==> src/rtl/pipeline_hazard_ctrl.sv <==
`default_nettype none
// ============================================================================
// Module   : pipeline_hazard_ctrl
// Purpose  : Stall/flush controller for the pc, IF/ID, ID/EX and EX/MEM
//            registers (load-use, EX redirect, multi-cycle EX) + perf counters.
// Revision : 1.0
// ============================================================================
module pipeline_hazard_ctrl #(
    parameter int REDIRECT_BUBBLES = 0,
    parameter int MC_TIMEOUT       = 64,
    parameter int CNT_W            = 32
) (
    input  logic             clk,
    input  logic             rst_n,
    input  logic [4:0]       id_rs1,
    input  logic [4:0]       id_rs2,
    input  logic             id_uses_rs1,
    input  logic             id_uses_rs2,
    input  logic             ex_wb_load,
    input  logic [4:0]       ex_wb_rd,
    input  logic             ex_redirect,
    input  logic             ex_mc_start,
    input  logic             ex_mc_done,
    input  logic             perf_clr,
    output logic             pc_en,
    output logic             if_id_en,
    output logic             if_id_flush,
    output logic             id_ex_en,
    output logic             id_ex_flush,
    output logic             ex_mem_flush,
    output logic             mc_timeout,
    output logic [CNT_W-1:0] cnt_load_use,
    output logic [CNT_W-1:0] cnt_redirect,
    output logic [CNT_W-1:0] cnt_mc_stall
);

    typedef enum logic [1:0] {
        S_INIT       = 2'd0,
        S_RUN        = 2'd1,
        S_REDIR_HOLD = 2'd2,
        S_MC_BUSY    = 2'd3
    } state_t;

    localparam int              C_WD_W     = $clog2(MC_TIMEOUT);
    localparam logic [C_WD_W-1:0] C_WD_MAX = C_WD_W'(MC_TIMEOUT - 1);
    localparam logic [2:0]      C_BUBBLES  = 3'(REDIRECT_BUBBLES);

    state_t             r_state;
    state_t             w_state_nxt;
    logic [2:0]         r_bubble;
    logic [C_WD_W-1:0]  r_wd;
    logic [C_WD_W-1:0]  w_wd_inc;
    logic               r_mc_timeout;
    logic [CNT_W-1:0]   r_cnt_lu;
    logic [CNT_W-1:0]   r_cnt_redir;
    logic [CNT_W-1:0]   r_cnt_mc;
    logic               w_load_use;
    logic               w_inc_lu;
    logic               w_inc_redir;
    logic               w_mc_enter;

    assign w_load_use = ex_wb_load && (ex_wb_rd != 5'd0) &&
                        ((id_uses_rs1 && (id_rs1 == ex_wb_rd)) ||
                         (id_uses_rs2 && (id_rs2 == ex_wb_rd)));

    assign w_wd_inc = (r_wd == C_WD_MAX) ? r_wd : r_wd + 1'b1;

    always_comb begin
        w_state_nxt  = r_state;
        pc_en        = 1'b1;
        if_id_en     = 1'b1;
        if_id_flush  = 1'b0;
        id_ex_en     = 1'b1;
        id_ex_flush  = 1'b0;
        ex_mem_flush = 1'b0;
        w_inc_lu     = 1'b0;
        w_inc_redir  = 1'b0;
        w_mc_enter   = 1'b0;
        case (r_state)
            S_RUN: begin
                if (ex_redirect) begin
                    if_id_flush = 1'b1;
                    id_ex_flush = 1'b1;
                    w_inc_redir = 1'b1;
                    if (REDIRECT_BUBBLES > 0) w_state_nxt = S_REDIR_HOLD;
                end else if (ex_mc_start) begin
                    // A unit finishing in its first cycle never stalls
                    if (!ex_mc_done) begin
                        pc_en        = 1'b0;
                        if_id_en     = 1'b0;
                        id_ex_en     = 1'b0;
                        ex_mem_flush = 1'b1;
                        w_mc_enter   = 1'b1;
                        w_state_nxt  = S_MC_BUSY;
                    end
                end else if (w_load_use) begin
                    pc_en       = 1'b0;
                    if_id_en    = 1'b0;
                    id_ex_flush = 1'b1;
                    w_inc_lu    = 1'b1;
                end
            end
            S_REDIR_HOLD: begin
                if_id_flush = 1'b1;
                if (r_bubble <= 3'd1) w_state_nxt = S_RUN;
            end
            S_MC_BUSY: begin
                if (ex_mc_done) begin
                    w_state_nxt = S_RUN;
                end else begin
                    pc_en        = 1'b0;
                    if_id_en     = 1'b0;
                    id_ex_en     = 1'b0;
                    ex_mem_flush = 1'b1;
                end
            end
            default: begin
                pc_en        = 1'b0;
                if_id_en     = 1'b0;
                id_ex_en     = 1'b0;
                if_id_flush  = 1'b1;
                id_ex_flush  = 1'b1;
                ex_mem_flush = 1'b1;
                w_state_nxt  = S_RUN;
            end
        endcase
    end

    always_ff @(posedge clk or negedge rst_n) begin
        if (!rst_n) begin
            r_state      <= S_INIT;
            r_bubble     <= 3'd0;
            r_wd         <= '0;
            r_mc_timeout <= 1'b0;
        end else begin
            r_state <= w_state_nxt;
            if (w_inc_redir)
                r_bubble <= C_BUBBLES;
            else if (r_state == S_REDIR_HOLD)
                r_bubble <= r_bubble - 3'd1;
            if (w_mc_enter)
                r_wd <= '0;
            else if (r_state == S_MC_BUSY)
                r_wd <= w_wd_inc;
            // Sticky: only reset clears the watchdog flag
            if ((r_state == S_MC_BUSY) && (w_wd_inc == C_WD_MAX))
                r_mc_timeout <= 1'b1;
        end
    end

    always_ff @(posedge clk or negedge rst_n) begin
        if (!rst_n) begin
            r_cnt_lu    <= '0;
            r_cnt_redir <= '0;
            r_cnt_mc    <= '0;
        end else if (perf_clr) begin
            r_cnt_lu    <= '0;
            r_cnt_redir <= '0;
            r_cnt_mc    <= '0;
        end else begin
            if (w_inc_lu)               r_cnt_lu    <= r_cnt_lu + 1'b1;
            if (w_inc_redir)            r_cnt_redir <= r_cnt_redir + 1'b1;
            if (r_state == S_MC_BUSY)   r_cnt_mc    <= r_cnt_mc + 1'b1;
        end
    end

    assign mc_timeout   = r_mc_timeout;
    assign cnt_load_use = r_cnt_lu;
    assign cnt_redirect = r_cnt_redir;
    assign cnt_mc_stall = r_cnt_mc;

endmodule
`default_nettype wire

==> config.mk <==
export PLATFORM = sky130hd
export DESIGN_NAME = pipeline_hazard_ctrl
export DESIGN_NICKNAME = d
export VERILOG_FILES = /design/src/rtl/pipeline_hazard_ctrl.sv
export SDC_FILE = /design/constraint.sdc
export NUM_CORES = 1
export LEC_CHECK = 0
export CAP_MARGIN = 25
export CORE_MARGIN = 2
export CORE_UTILIZATION = 52
export CTS_CLUSTER_DIAMETER = 50
export DETAILED_ROUTE_END_ITERATION = 10
export HOLD_SLACK_MARGIN = 0.03
export PLACE_DENSITY = 0.85
export SETUP_SLACK_MARGIN = 0.1
export SLEW_MARGIN = 20
export SYNTH_ARGS = -nofsm -noshare
export SYNTH_HDL_FRONTEND = slang
export SYNTH_SLANG_ARGS = --single-unit
==> constraint.sdc <==
create_clock -name clk -period 3.95 [get_ports clk]
set_clock_uncertainty 0.2 [all_clocks]
set_input_delay 0.79 -clock clk [delete_from_list [all_inputs] [get_ports clk]]
set_output_delay 0.79 -clock clk [all_outputs]
set_load 0.01 [all_outputs]
== Word level (Yosys, flattened, before mapping) ==
Cells that the tools add are included.
W data, S select, Z words.
Word-level totals
  bits in registers: 108
  output and inout port bits: 103
Cells by class
  $add $sub $neg: 5
  order comparisons: 1
  equality and inequality tests: 12
  multiplexer cells: 39
  reduce and logical (&&, ||, !) cells: 14
Operator list (count)
  $mux W32: 6
  $add A32 B1 Y32 const B: 3
  $mux W6: 3
  $mux W1: 17
  $eq A6 B6 Y1 const B: 2
  $eq A5 B5 Y1: 2
  $mux W2: 5
  $ne A2 B2 Y1 const B: 5
  $reduce_bool A2 Y1: 5
  $pmux W1 S3: 3
  $add A6 B1 Y6 const B: 1
  $mux W3: 2
  $pmux W2 S3: 1
  $logic_and A1 B1 Y1: 5
  $reduce_and A5 Y1: 1
  $reduce_bool A5 Y1: 1
  $eq A2 B2 Y1 const B: 2
  $pmux W1 S2: 2
  $le A3 B1 Y1 const B: 1
  $sub A3 B1 Y3 const B: 1
  $eq A2 B1 Y1 const B: 1
  $reduce_or A2 Y1: 1
  $logic_or A1 B1 Y1: 1

== Depth between registers and ports, before layout ==
  depth in word-level cells: 10
  mapped depth: 8
  mapped depth without buffers: 6

== Worst setup path after synthesis ==
No wires, ideal clock.
  kind: input to output
  start: input ex_wb_rd[3]
  end: output pc_en
  data arrival time: 2.247 ns
  data required time: 2.960 ns
  slack: 0.713 ns
  stages: 8
  buffers on the path: 3
  cells stage by stage: xor2_1 -> nor4_2 -> a32oi_1 -> buf_6 -> buf_6 -> a2111oi_0 -> nor2_1 -> buf_4
On the way
  word-level cells in the longest chain between the ends: 8
  elaborated cells between the ends (all ways): 12
RTL lines
  start, declared: line 20  | input logic [4:0] ex_wb_rd,
  $eq A5 B5 Y1 (on tied branches): line 63, 64
  $logic_and A1 B1 Y1 (on tied branches): line 63, 64
  $logic_or A1 B1 Y1: line 63  | ((id_uses_rs1 && (id_rs1 == ex_wb_rd)) ||
  $logic_and A1 B1 Y1 (*): line 62  | assign w_load_use = ex_wb_load && (ex_wb_rd != 5'd0) &&
  $mux W1 (*) (3 in a row)
  $pmux W1 S3 (*)
  end, declared: line 25  | output logic pc_en,
Every way passes the cells marked *; elsewhere a longest branch is shown, timed or not.

== Final worst setup path ==
  start: input ex_wb_rd[4]
  end: output pc_en
On the way
  word-level cells in the longest chain between the ends: 8
  elaborated cells between the ends (all ways): 12
RTL lines
  $eq A5 B5 Y1 (on tied branches): line 63, 64
  $logic_and A1 B1 Y1 (on tied branches): line 63, 64
  $logic_or A1 B1 Y1: line 63
  $logic_and A1 B1 Y1 (*): line 62
  $mux W1 (*): line 96  | end else if (w_load_use) begin
  $mux W1 (*): line 86  | end else if (ex_mc_start) begin
  $mux W1 (*): line 81  | if (ex_redirect) begin
  $pmux W1 S3 (*): line 79  | case (r_state)
Marks and branches as above.

==> flow_summary_export.csv <==
group,metric,value,unit
worst_setup_path,path_buf_inv,2,
timing,max_slew.worst_pin.slew,990.0,ps
placement,port_buffers,126,
drt,drt_iter0_drc,450,
logic_synthesis,yosys-top-cells-count,"dfrtp_1, a21oi_1, nor2_1",
layout,drive_above_1_share,0.05945,
power,p_per_area,301.6,nW/µm²
placement,place_congestion,0.8378,
logic_synthesis,yosys.area_share.simple,0.2796,
worst_setup_path,critPathRequiredTime,2960,ps
floorplanning,rows,38,
job,max_cap_viol_count,0,
power,ir_drop,0.2202,mV
floorplanning,die_h,110.7,µm
cts,clock-sinks,108,
worst_setup_path,critPathMaxStageDelay,480,ps
logic_synthesis,ys_ff_latch,108,
timing,setup_viol,0,
timing,hold_ws,251.2,ps
timing,period_share,0.9251,
logic_synthesis,synthMostInstantiatedCell,"dfrtp_1",
timing,rsz0062_at_grt,"no",
logic_synthesis,synth_top_area_frac,0.4562,
drt,first_pass_iters,6,
global_route,grt_max_degree,65,
logic_synthesis,synth_edf_count,0,
worst_hold_path,hold_path_class,"primary input to async pin",
outcome,status,"completed",
worst_setup_path,arrival,2660,ps
drt,ant_nets,0,
cts,clk_latency,340,ps
layout,areaGrowthSynthToFinish,28.81,%
floorplanning,io_pins,127,
floorplanning,start_util,0.5394,
floorplanning,chipWidth,110.7,µm
drt,wl_per_cell,16.26,µm
worst_setup_path,startpoint_type,"primary input",
worst_setup_path,cp_cell_sequence,"clkdlybuf4s50_1 -> xor2_1 -> nor4_2 -> a32oi_4 -> a2111oi_2 -> nor2_1 -> dlygate4sd2_1",
logic_synthesis,yosysUniqueCellTypes,53,
logic_synthesis,synth.area.mux_share,0.001690,
layout,fin_nets,782,
global_route,grt_use_total,0.2371,
timing,max_slew_margin,0.3400,
logic_synthesis,synth_top_family_by_area,"simple AND/OR/NAND/NOR gates",
timing,timing.fmax,273.7,MHz
layout,stdcell_count,897,
logic_synthesis,synth-adder-area-share,0.01267,
logic_synthesis,synth_area_leader_cell,"dfrtp_1",
logic_synthesis,synthArstFlopShare,1.000,
logic_synthesis,syn_avg_cell_area,9.271,µm²
logic_synthesis,syn_area,5924,µm²
cts,cts_buffers,9,
logic_synthesis,synth-main-ff-cell,"dfrtp_1",
worst_setup_path,crit_fanout,3,
logic_synthesis,syn_nets,669,
worst_setup_path,critPathKind,"primary input to output port",
logic_synthesis,yosys-top-cells-area,"dfrtp_1, a21oi_1, xor2_1, or4_1, o31ai_1",
logic_synthesis,synth_compound_area_frac,0.1282,
global_route,overflow,0,
timing,period_needed,3654,ps
drt,drt_wl_total,14.59,mm
logic_synthesis,yosysWarnings,0,
worst_setup_path,slowest_stage,"clkdlybuf4s50_1",
global_route,antenna_found_initial,0,
power,p_leak,2.943,nW
logic_synthesis,yosysSeqAreaShare,0.4562,
timing,finalHoldViolCount,0,
logic_synthesis,postSynthCellCount,639,
floorplanning,fp.coreArea,10980,µm²
placement,place_inst,881,
cts,clockBufferDepth,2,
worst_setup_path,setup.worst_path.end_class,"output port",
layout,postLayoutCoreUtil,0.6948,
cts,cts_tree,"done",
drt,vias_per_cell,5.996,
logic_synthesis,yosys.area_share.xor_xnor,0.08427,
drt,drc,0,
worst_setup_path,critical-path-top-delay-family,"buffers and inverters",
floorplanning,die_area,12260,µm²
placement,hpwl,10.06,mm
timing,final_max_slew_viol_count,0,
cts,h-tree-depth,3,
cts,root_buffer,"clkbuf_16",
global_route,grt_pass1_wl,24.54,mm
cts,postCtsHoldBufs,0,
drt,vias,5378,
layout,antennaDiodeCount,0,
global_route,grt_pass1_vias,5188,
cts,clkTransAtPathRegs,70,ps
-- metrics by stage --
stage / TNS [ps] / setup slack, ps / power (W) / area (µm²)
after global routing: 0 / 154.4 / 0.002385 / 7631
final: 0 / 295.9 / 0.002302 / 7631
after floorplan: 0 / 713.1 / 0.001268 / 5924
after detailed placement: -326.7 / -185.2 / 0.001363 / 7307
after global placement: -33.43 / -33.43 / 0.001355 / 7307
after CTS: 0 / 122.4 / 0.002314 / 7632
-- routing by layer --
layer / global-route usage / part of all wire / vias up / wire length (µm)
met4: 0.06167 / 0.011 / 0 / 160
met3: 0.04866 / 0.056 / 13 / 818
met1: 0.3067 / 0.43 / 2634 / 6339
met2: 0.4074 / 0.50 / 159 / 7269
li1: - / - / 2572 / -
met5: 0 / 0 / - / 0
-- worst paths after layout --
path                              from               end  slack [ps]  cells past startpoint
max                        ex_wb_rd[4]             pc_en         300                      7
min                              rst_n  cnt_mc_stall[20]         250                      1
max reg2reg                 r_state[1]  cnt_mc_stall[31]        1340                      5
min reg2reg                 mc_timeout        mc_timeout         270                      1
max in group asynchronous        rst_n  cnt_load_use[12]        2560                      2
min in group clk            mc_timeout        mc_timeout         270                      1
-- placed cells by master, fill, tap and decap left out, types with 2 or more instances in the layout --
cell type / count
nand2_1: 42
clkdlybuf4s50_1: 120
and4_1: 8
ha_1: 6
nand4_4: 2
nor4_1: 6
nand4_1: 31
clkbuf_8: 4
nor3_2: 3
nand3_1: 38
nor4_4: 2
o21ai_1: 2
a21o_1: 2
inv_1: 15
o22ai_1: 3
buf_4: 9
a21oi_1: 58
dfrtp_1: 108
nand2b_1: 2
nor2b_1: 3
xnor2_1: 25
o31ai_1: 31
or3_1: 15
or4_1: 33
nor3_1: 15
buf_12: 2
or2_2: 2
dlygate4sd2_1: 2
and2_1: 6
xor2_1: 32
o21ai_0: 20
clkbuf_16: 9
and3_1: 15
nor2_1: 58
nand3b_1: 2
-- registers in the layout, indices dropped and copies added, names as in the netlist --
signal / cells
cnt_load_use: 32
cnt_mc_stall: 32
cnt_redirect: 32
r_wd: 6
r_bubble: 3
r_state: 2
mc_timeout: 1
-- cell type report --
| type | instances | area (µm²) |
|---|---|---|
| Clock buffer | 13 | 280.3 |
| Clock inverter | 3 | 42.54 |
| Fill cell | 875 | 3352 |
| Inverter | 15 | 56.30 |
| Multi-Input combinational cell | 482 | 3025 |
| Sequential cell | 108 | 2703 |
| Tap cell | 140 | 175.2 |
| Timing Repair Buffer | 136 | 1349 |
-- cell families after synthesis --
family,after synthesis
compound gates,127
xor+xnor,57
fa+ha+maj,6
buf+inv,49
flops,108
mux,1
simple gates,291
-- power by group --
part | switching (W) | internal (W) | total [W]
clock network | 0.000401 | 0.000560 | 0.000961
registers | 0.0000273 | 0.00112 | 0.00115
logic | 0.000110 | 0.0000797 | 0.000190
-- repair_timing --
item / in CTS / in global routing
setup buffers: 0 / 0
cloned: 0 / 0
resized for setup: 5 / 4
endpoints found under the setup margin: 3 / 3
pin swaps: 1 / 2
No activity file was read; power rests on OpenSTA's default activity.
